[src/rtl/pong_match_ctrl.sv]
// Match/round sequencer for the pong ball block: serve delay, play, point hold, match over.
// Optional PLAY pause with an extra in_pause port is compiled in by defining PONG_MATCH_PAUSE_EN.
module pong_match_ctrl #(
    parameter int WIN_POINTS  = 7,
    parameter int SERVE_DELAY = 60,
    parameter int POINT_HOLD  = 90,
    parameter int CNT_W       = 8
) (
    input  logic       in_clock,
    input  logic       in_reset,
    input  logic       in_ani_stb,
    input  logic       in_serve,
    input  logic       in_left_score,
    input  logic       in_right_score,
`ifdef PONG_MATCH_PAUSE_EN
    input  logic       in_pause,
`endif
    output logic       out_start,
    output logic       out_ball_reset,
    output logic       out_animate,
    output logic [3:0] out_left_points,
    output logic [3:0] out_right_points,
    output logic [1:0] out_winner,
    output logic [2:0] out_state
);
    typedef enum logic [2:0] {
        IDLE  = 3'd0,
        SERVE = 3'd1,
        PLAY  = 3'd2,
        POINT = 3'd3,
        OVER  = 3'd4
    } state_t;

    // A zero-frame delay or hold behaves like a single frame.
    localparam logic [CNT_W-1:0] SERVE_LAST = CNT_W'((SERVE_DELAY > 0) ? SERVE_DELAY - 1 : 0);
    localparam logic [CNT_W-1:0] HOLD_LAST  = CNT_W'((POINT_HOLD > 0) ? POINT_HOLD - 1 : 0);
    localparam logic [CNT_W-1:0] CNT_ONE    = CNT_W'(1);
    localparam logic [3:0]       WIN_P      = 4'(WIN_POINTS);

    state_t           state, state_n;
    logic [CNT_W-1:0] cnt, cnt_n;
    logic [3:0]       left_pts, left_n, right_pts, right_n;
    logic [1:0]       winner, winner_n;
    logic             start_n, ball_reset_n;
    logic [1:0]       serve_sr, left_sr, right_sr;
    logic             serve_rise, left_rise, right_rise;
    logic             hold_play;

    // Bit 0 is the sampled input, bit 1 the previous sample.
    assign serve_rise = serve_sr[0] & ~serve_sr[1];
    assign left_rise  = left_sr[0] & ~left_sr[1];
    assign right_rise = right_sr[0] & ~right_sr[1];

`ifdef PONG_MATCH_PAUSE_EN
    logic [1:0] pause_sr;
    logic       pause_rise, paused, paused_n;
    assign pause_rise = pause_sr[0] & ~pause_sr[1];
    assign hold_play  = paused;
`else
    assign hold_play  = 1'b0;
`endif

    always_ff @(posedge in_clock) begin
        if (in_reset) begin
            state          <= IDLE;
            cnt            <= '0;
            left_pts       <= '0;
            right_pts      <= '0;
            winner         <= '0;
            out_start      <= 1'b0;
            out_ball_reset <= 1'b0;
            serve_sr       <= '0;
            left_sr        <= '0;
            right_sr       <= '0;
`ifdef PONG_MATCH_PAUSE_EN
            pause_sr       <= '0;
            paused         <= 1'b0;
`endif
        end else begin
            state          <= state_n;
            cnt            <= cnt_n;
            left_pts       <= left_n;
            right_pts      <= right_n;
            winner         <= winner_n;
            out_start      <= start_n;
            out_ball_reset <= ball_reset_n;
            serve_sr       <= {serve_sr[0], in_serve};
            left_sr        <= {left_sr[0], in_left_score};
            right_sr       <= {right_sr[0], in_right_score};
`ifdef PONG_MATCH_PAUSE_EN
            pause_sr       <= {pause_sr[0], in_pause};
            paused         <= paused_n;
`endif
        end
    end

    always_comb begin
        state_n      = state;
        cnt_n        = cnt;
        left_n       = left_pts;
        right_n      = right_pts;
        winner_n     = winner;
        start_n      = 1'b0;
        ball_reset_n = 1'b0;
        out_animate  = 1'b0;
        case (state)
            IDLE: begin
                if (serve_rise) begin
                    ball_reset_n = 1'b1;
                    cnt_n        = '0;
                    state_n      = SERVE;
                end
            end
            SERVE: begin
                out_animate = 1'b1;
                if (in_ani_stb) begin
                    if (cnt >= SERVE_LAST) begin
                        start_n = 1'b1;
                        cnt_n   = '0;
                        state_n = PLAY;
                    end else begin
                        cnt_n = cnt + CNT_ONE;
                    end
                end
            end
            PLAY: begin
                out_animate = ~hold_play;
                if (!hold_play) begin
                    // Simultaneous scores are a replay: no point, straight to hold.
                    if (left_rise && right_rise) begin
                        cnt_n   = '0;
                        state_n = POINT;
                    end else if (left_rise) begin
                        left_n = left_pts + 4'd1;
                        cnt_n  = '0;
                        if (left_n == WIN_P) begin
                            winner_n = 2'b01;
                            state_n  = OVER;
                        end else begin
                            state_n = POINT;
                        end
                    end else if (right_rise) begin
                        right_n = right_pts + 4'd1;
                        cnt_n   = '0;
                        if (right_n == WIN_P) begin
                            winner_n = 2'b10;
                            state_n  = OVER;
                        end else begin
                            state_n = POINT;
                        end
                    end
                end
            end
            POINT: begin
                out_animate = 1'b1;
                if (serve_rise) begin
                    cnt_n   = '0;
                    state_n = SERVE;
                end else if (in_ani_stb) begin
                    if (cnt >= HOLD_LAST) begin
                        cnt_n   = '0;
                        state_n = SERVE;
                    end else begin
                        cnt_n = cnt + CNT_ONE;
                    end
                end
            end
            OVER: begin
                if (serve_rise) begin
                    left_n       = '0;
                    right_n      = '0;
                    winner_n     = '0;
                    ball_reset_n = 1'b1;
                    cnt_n        = '0;
                    state_n      = SERVE;
                end
            end
            default: begin
                cnt_n   = '0;
                state_n = IDLE;
            end
        endcase
`ifdef PONG_MATCH_PAUSE_EN
        paused_n = paused;
        if (state == PLAY && pause_rise) paused_n = ~paused;
        if (state_n != PLAY) paused_n = 1'b0;
`endif
    end

    assign out_left_points  = left_pts;
    assign out_right_points = right_pts;
    assign out_winner       = winner;
    assign out_state        = state;
endmodule
[config.mk]
export PLATFORM = sky130hd
export DESIGN_NAME = pong_match_ctrl
export DESIGN_NICKNAME = d
export VERILOG_FILES = /design/src/rtl/pong_match_ctrl.sv
export SDC_FILE = /design/constraint.sdc
export NUM_CORES = 1
export LEC_CHECK = 0
export ABC_CLOCK_PERIOD_IN_PS = 4100
export BUFFER_PORTS_ARGS = -buffer_cell sky130_fd_sc_hd__buf_2
export CAP_MARGIN = 20
export CORE_MARGIN = 1
export CORE_UTILIZATION = 55
export DETAILED_ROUTE_END_ITERATION = 16
export PLACE_DENSITY = 0.87
export SYNTH_ARGS = -nofsm -noshare
export SYNTH_HDL_FRONTEND = slang
export SYNTH_SLANG_ARGS = --single-unit
[constraint.sdc]
create_clock -name in_clock -period 4.1 [get_ports in_clock]
set_input_delay 0.82 -clock in_clock [delete_from_list [all_inputs] [get_ports in_clock]]
set_output_delay 0.82 -clock in_clock [all_outputs]
set_load 0.02 [all_outputs]
==> flow_metrics.tcl, run 1 <==
set metrics [dict create \
    first_global_vias 1216 \
    drt_iter0_drc 48 \
    cts_sinks 29 \
    synth_xor_area_share_pct 2.242 \
    grt_pass1_wl_um 5478 \
    p_int_uw 410.1 \
    synthArstFlopShare_pct 0 \
    setup_tns_ns 0 \
    outcome "finished, final reports clean" \
    clockBufferDepth 2 \
    synth-seq-area-share_pct 37.15 \
    synth_area_mm2 0.001563 \
    synthAdderAreaFrac_pct 5.604 \
    synth.distinct_cells 46 \
    fmax_mhz 406.8 \
    start_kind "flip-flop" \
    gr-total-overflow 0 \
    ctsHoldBuffers 0 \
    core_mm2 0.002590 \
    critical_path_peak_fanout 15 \
    ant_nets 0 \
    io_buffers 21 \
    clkPwrFrac_pct 26.5 \
    synth_fp_nets 196 \
    required_ns 4.35 \
    sw_frac_of_total_pct 35.04 \
    synth_top_cell_by_area "dfxtp_1" \
    die_h_um 55.31 \
    areaGrowthSynthToFinish_pct 7.286 \
    maxCapViolCount 0 \
    synthSimpleGateAreaFrac_pct 33.31 \
    syn_inst 183 \
    wl_per_cell_um 14.08 \
    root_buffer "clkbuf_4" \
    skew_ns 0.01533 \
    ctsResizeCount 0 \
    dp_worst_setup_slack_ns 1.765 \
    finalSetupViolCount 0 \
    start_util_pct 60.34 \
    hold_depth 2 \
    ys_top_cells_by_count "29 x dfxtp_1, 19 x nor2_1, 17 x nand2_1" \
    place.detailed.hpwl_um 2299 \
    ys.warnings.count 0 \
    grt_usage_pct 22.73 \
    routed_via_density 5.983 \
    drv_slew 0 \
    path_class "flip-flop to flip-flop" \
    firstDrtPassIters 4 \
    synth.avg_cell_area_um2 8.540 \
    p_per_area_mw_per_mm2 376.5 \
    finalHoldViolCount 0 \
    slew_headroom_pct 29.56 \
    min_path_type "flip-flop to flip-flop" \
    ff2ff_path_depth 7 \
    die_area_mm2 0.003059 \
    cts_tree "built" \
    die-width_um 55.31 \
    p_comb_share_pct 24.1 \
    synthTopCellsByArea "dfxtp_1 37%, ha_1 5.6%, nand3_1 4.8%" \
    fin_crit_sh_pct 59.95 \
    antenna_found_initial 0 \
    nNetsFinal 214 \
    peakVddDrop_mv 0.3218 \
    ioPinCount 22 \
    synth-compound-area-share_pct 12.81 \
    placementRows 18 \
    p_sw_uw 221.2 \
    numCtsBuffers 5 \
    synth_edf_count 0 \
    setup_ws_ns 1.642 \
    grt_max_degree 29 \
    place.gp.congestion 0.8765 \
    worst_slew_pin_slew_ns 1.057 \
    synth_top_area_share_pct 37.15 \
    synth-main-ff-cell "dfxtp_1" \
    drive_above_1_share_pct 16.83 \
    crit_arrival_ns 2.71 \
    drc 0 \
    routed_wl_um 3266 \
    synthMuxAreaShare_pct 2.562 \
    min_period_ns 2.458 \
    via_count 1388 \
    ys_ff_latch 29 \
    cellLeakagePower_uw 0.0007267 \
    crit_path_end_kind "flip-flop" \
    post_cts_buffers 0 \
    cts.clk_slew.worst_paths_ns 0.09 \
    synth.most_common_cell "dfxtp_1" \
    htreeDepth 2 \
    rsz0062_at_grt "no" \
    seq_power_share_pct 49.4 \
    worstSkewPairLatency_ns 0.34 \
    diodes 0 \
    synth_top_family_by_area "simple AND/OR/NAND/NOR gates" \
]
state kept, by name (all words and copies together) (netlist names):
name,flops
left_sr,2
cnt,8
right_sr,2
out_start,1
out_winner,2
out_right_points,4
out_ball_reset,1
out_left_points,4
serve_sr,2
out_state,3
final timing paths:
path / startpoint / to / slack (ns)
min: out_winner[1]$_SDFFE_PP0P_ / out_winner[1]$_SDFFE_PP0P_ / 0.47
min reg2reg: out_winner[1]$_SDFFE_PP0P_ / out_winner[1]$_SDFFE_PP0P_ / 0.47
max reg2reg: cnt[1]$_SDFFE_PP0P_ / cnt[5]$_SDFFE_PP0P_ / 1.64
max: cnt[1]$_SDFFE_PP0P_ / cnt[5]$_SDFFE_PP0P_ / 1.64
per-layer routing:
layer / vias up / global-route usage, % / part of all wire (%)
met1: 653 / 28.30 / 44
met4: 0 / 9.286 / 1.2
met3: 6 / 7.963 / 6.0
met5: - / 0 / 0
li1: 682 / - / -
met2: 47 / 35.80 / 49
cell usage in the layout (no fill, tap or decap), types with 5 or more instances in the layout:
| cell | instances |
|---|---|
| nor2_1 | 19 |
| a31oi_1 | 5 |
| nand2_1 | 17 |
| ha_1 | 7 |
| buf_2 | 21 |
| nor2b_1 | 11 |
| dfxtp_1 | 29 |
| clkbuf_4 | 5 |
| a21oi_1 | 9 |
| inv_1 | 5 |
| nand3_1 | 15 |
worst max-delay path, cell delays in order, from the launching register on:
cell and delay (ns):
dfxtp_1 0.39, inv_1 0.08, ha_1 0.19, nor4b_1 0.33, nor3b_1 0.12, o2bb2ai_1 0.84
nand3_1 0.20, a31oi_1 0.22
area by class of cell:
type	instances	area [µm²]
fill	232	913.4
multi-input combinational	139	883.3
sequential	29	580.6
timing repair buffer	21	105.1
clock buffer	6	41.29
tap	30	37.54
inverter	5	18.77
clock inverter	2	10.01
logic make-up (layout without fill, tap and decap cells):
group,Yosys count,in the layout
fa+ha+maj,7,7
flops,29,29
mux,4,4
buf+inv,15,34
compound gates,30,30
xor+xnor,4,4
simple gates,94,94
power by group through the flow:
stage               registers, µW  logic [µW]  clock network, µW
floorplan                     315         157                  0
global placement              316         141                  0
detailed placement            318         148                  0
CTS                           311         150                170
global route                  315         164                181
finish                        312         152                167
stage by stage:
stage | hold WS (ns) | instance area, µm² | power (µW) | instances | util [%]
floorplan | 0.4534 | 1563 | 471.7 | 183 | -
global placement | 0.4455 | 1625 | 456.7 | 224 | 62.75
detailed placement | 0.4627 | 1625 | 466.5 | 224 | 62.75
CTS | 0.4759 | 1677 | 631.3 | 232 | 64.73
global route | 0.4947 | 1677 | 659.5 | 232 | 64.73
finish | 0.4667 | 1677 | 631.3 | 232 | 64.73
Power figures use the tool's default switching activity.
==> run 2: changes to the inputs <==
--- a/config.mk
+++ b/config.mk
@@ -5,7 +5,7 @@
 export SDC_FILE = /design/constraint.sdc
 export NUM_CORES = 1
 export LEC_CHECK = 0
-export ABC_CLOCK_PERIOD_IN_PS = 4100
+export ABC_CLOCK_PERIOD_IN_PS = 2400
 export BUFFER_PORTS_ARGS = -buffer_cell sky130_fd_sc_hd__buf_2
 export CAP_MARGIN = 20
 export CORE_MARGIN = 1
==> constraint.sdc (replaced) <==
create_clock -name in_clock -period 2.4 [get_ports in_clock]
set_input_delay 0.48 -clock in_clock [delete_from_list [all_inputs] [get_ports in_clock]]
set_output_delay 0.48 -clock in_clock [all_outputs]
set_load 0.02 [all_outputs]
==> run 2 against run 1 <==
Clock power grew 68%. Clock-buffer cell count is the same. Fmax grew 15%. Highest routed layer unchanged. Via count shrank 0.14%. Wire length shrank 2.6%. Final cell count is the same. Die area is the same. Critical path type unchanged. Register-to-register slack lost 1.4 ns. Setup slack lost 1.4 ns.
==> flow_metrics.tcl, run 2 (same netlist as run 1, synthesis figures left out) <==
set metrics [dict create \
    outcome "finished, final reports clean" \
    ctsHoldBuffers 0 \
    place.gp.congestion 0.8215 \
    die-width_um 55.31 \
    layout.area.seq_um2 580.6 \
    critical_path_peak_fanout 15 \
    rr_endpoint "out_state[0]$_SDFFE_PP0P_" \
    rsz0062_at_grt "no" \
    drc 0 \
    drt_iter0_drc 57 \
    areaGrowthSynthToFinish_pct 7.686 \
    io_buffers 21 \
    place.detailed.hpwl_um 2280 \
    p_per_area_mw_per_mm2 640.1 \
    crit_path_cell_trace "inv_1, ha_1, nor4b_1, nor3b_1, o2bb2ai_2, o311a_1, a211o_1" \
    crit_arrival_ns 2.36 \
    clockBufferDepth 2 \
    die_h_um 55.31 \
    power_uw 1077 \
    fill_cells 228 \
    firstDrtPassIters 4 \
    nNetsFinal 214 \
    drive_above_1_share_pct 17.33 \
    root_buffer "clkbuf_4" \
    drv_slew 0 \
    reg2reg_from "cnt[0]$_SDFFE_PP0P_" \
    setup_tns_ns 0 \
    layout_commonest_cell "dfxtp_1" \
    routed_via_density 5.974 \
    numCtsBuffers 5 \
    maxCapViolCount 0 \
    routed_wl_um 3181 \
    cp_slowest_cell "dfxtp_1" \
    cellLeakagePower_uw 0.0007275 \
    largest_reg_flops 8 \
    ant_nets 0 \
    diodes 0 \
    grt_max_degree 29 \
    cp_num_buf_inv 1 \
    slew_headroom_pct 60.98 \
    skew_ns 0.008298 \
    grt_usage_pct 21.51 \
    wl_per_cell_um 13.71 \
    via_count 1386 \
    finalHoldViolCount 0 \
    endpoint "out_state[0]$_SDFFE_PP0P_" \
    worstSkewPairLatency_ns 0.33 \
    core_mm2 0.002590 \
    grt_pass1_wl_um 5188 \
    required_ns 2.63 \
    cts_tree "built" \
    mostFrequentLayoutCells "29 x dfxtp_1, 21 x buf_2, 19 x nor2_1" \
    die_area_mm2 0.003059 \
    ioPinCount 22 \
    worst_slew_pin_slew_ns 0.5819 \
    min_path_type "input port to flip-flop" \
    htreeDepth 2 \
    antenna_found_initial 0 \
    min_period_ns 2.131 \
    cts.clk_slew.worst_paths_ns 0.09 \
    crit_family "compound AO/OA/AOI/OAI gates" \
    rrSetupSlack_ns 0.27 \
    start_util_pct 60.34 \
    crit_path_end_kind "flip-flop" \
    finalSetupViolCount 0 \
    slowest_delay_ns 0.41 \
    gr-total-overflow 0 \
    multi_input_area_um2 889.6 \
    crit_path_start "cnt[0]$_SDFFE_PP0P_" \
    ff2ff_path_depth 7 \
    path_class "flip-flop to flip-flop" \
    first_global_vias 1154 \
    cts_sinks 29 \
    start_kind "flip-flop" \
    crit_cells 7 \
    fmax_mhz 469.3 \
    placementRows 18 \
    top_register "cnt" \
    fin_crit_sh_pct 88.79 \
    peakVddDrop_mv 0.4228 \
    fin_util_pct 64.98 \
]
## run 2: cell counts in the layout (fill, tap and decap cells not counted)
No cell type changed its count.
## run 2: worst register-to-register path: stages, from the launching register on
cell and delay, ns:
dfxtp_1 0.41, inv_1 0.09, ha_1 0.19, nor4b_1 0.13, nor3b_1 0.34, o2bb2ai_2 0.25, o311a_1 0.35, a211o_1 0.27
## run 2: area by class of cell
| class | instances | area share [%] |
|---|---|---|
| multi-input combinational | 139 | 52.86 |
| sequential | 29 | 34.50 |
| timing repair buffer | 21 | 6.245 |
| clock buffer | 6 | 2.454 |
| tap | 30 | 2.230 |
| inverter | 5 | 1.115 |
| clock inverter | 2 | 0.5948 |
## run 2: layer usage
| layer | vias to the layer above | GRT usage [%] | share of wire [%] |
|---|---|---|---|
| met5 | - | 0 | 0 |
| met4 | 0 | 7.500 | 1.4 |
| met3 | 6 | 7.728 | 8.6 |
| met2 | 62 | 34.42 | 47 |
| met1 | 637 | 26.70 | 43 |
| li1 | 681 | - | - |
## run 2: stage by stage
step	cells	hold slack (ns)	setup WS (ns)	area (µm²)
5_1_grt	232	0.3572	0.1488	1683
4_1_cts	232	0.3407	0.1969	1677
6_report	232	0.3507	0.2691	1683
2_1_floorplan	183	0.4534	0.4671	1563
3_5_place_dp	224	0.4520	0.2192	1625
3_3_place_gp	224	0.4455	0.3288	1625
## run 2: power by group
part	internal [µW]	switching, µW	total [µW]
clock network	111	169	281
registers	501	31.4	533
logic	91.9	172	264
total	704	373	1080
## run 2: what timing repair did
| action | CTS | global route |
|---|---|---|
| setup buffers | 0 | 0 |
| resized for setup | 0 | 1 |
| endpoints found under the setup margin | 0 | 8 |
## run 2: worst min path at each step
stage                               start                          to  cells past startpoint
6_report                    in_left_score       left_sr[0]$_SDFF_PP0_                      2
2_1_floorplan       left_sr[0]$_SDFF_PP0_       left_sr[1]$_SDFF_PP0_                      1
4_1_cts                     in_left_score       left_sr[0]$_SDFF_PP0_                      2
3_3_place_gp   out_winner[0]$_SDFFE_PP0P_  out_winner[0]$_SDFFE_PP0P_                      2
3_5_place_dp   out_winner[1]$_SDFFE_PP0P_  out_winner[1]$_SDFFE_PP0P_                      2
5_1_grt                     in_left_score       left_sr[0]$_SDFF_PP0_                      2
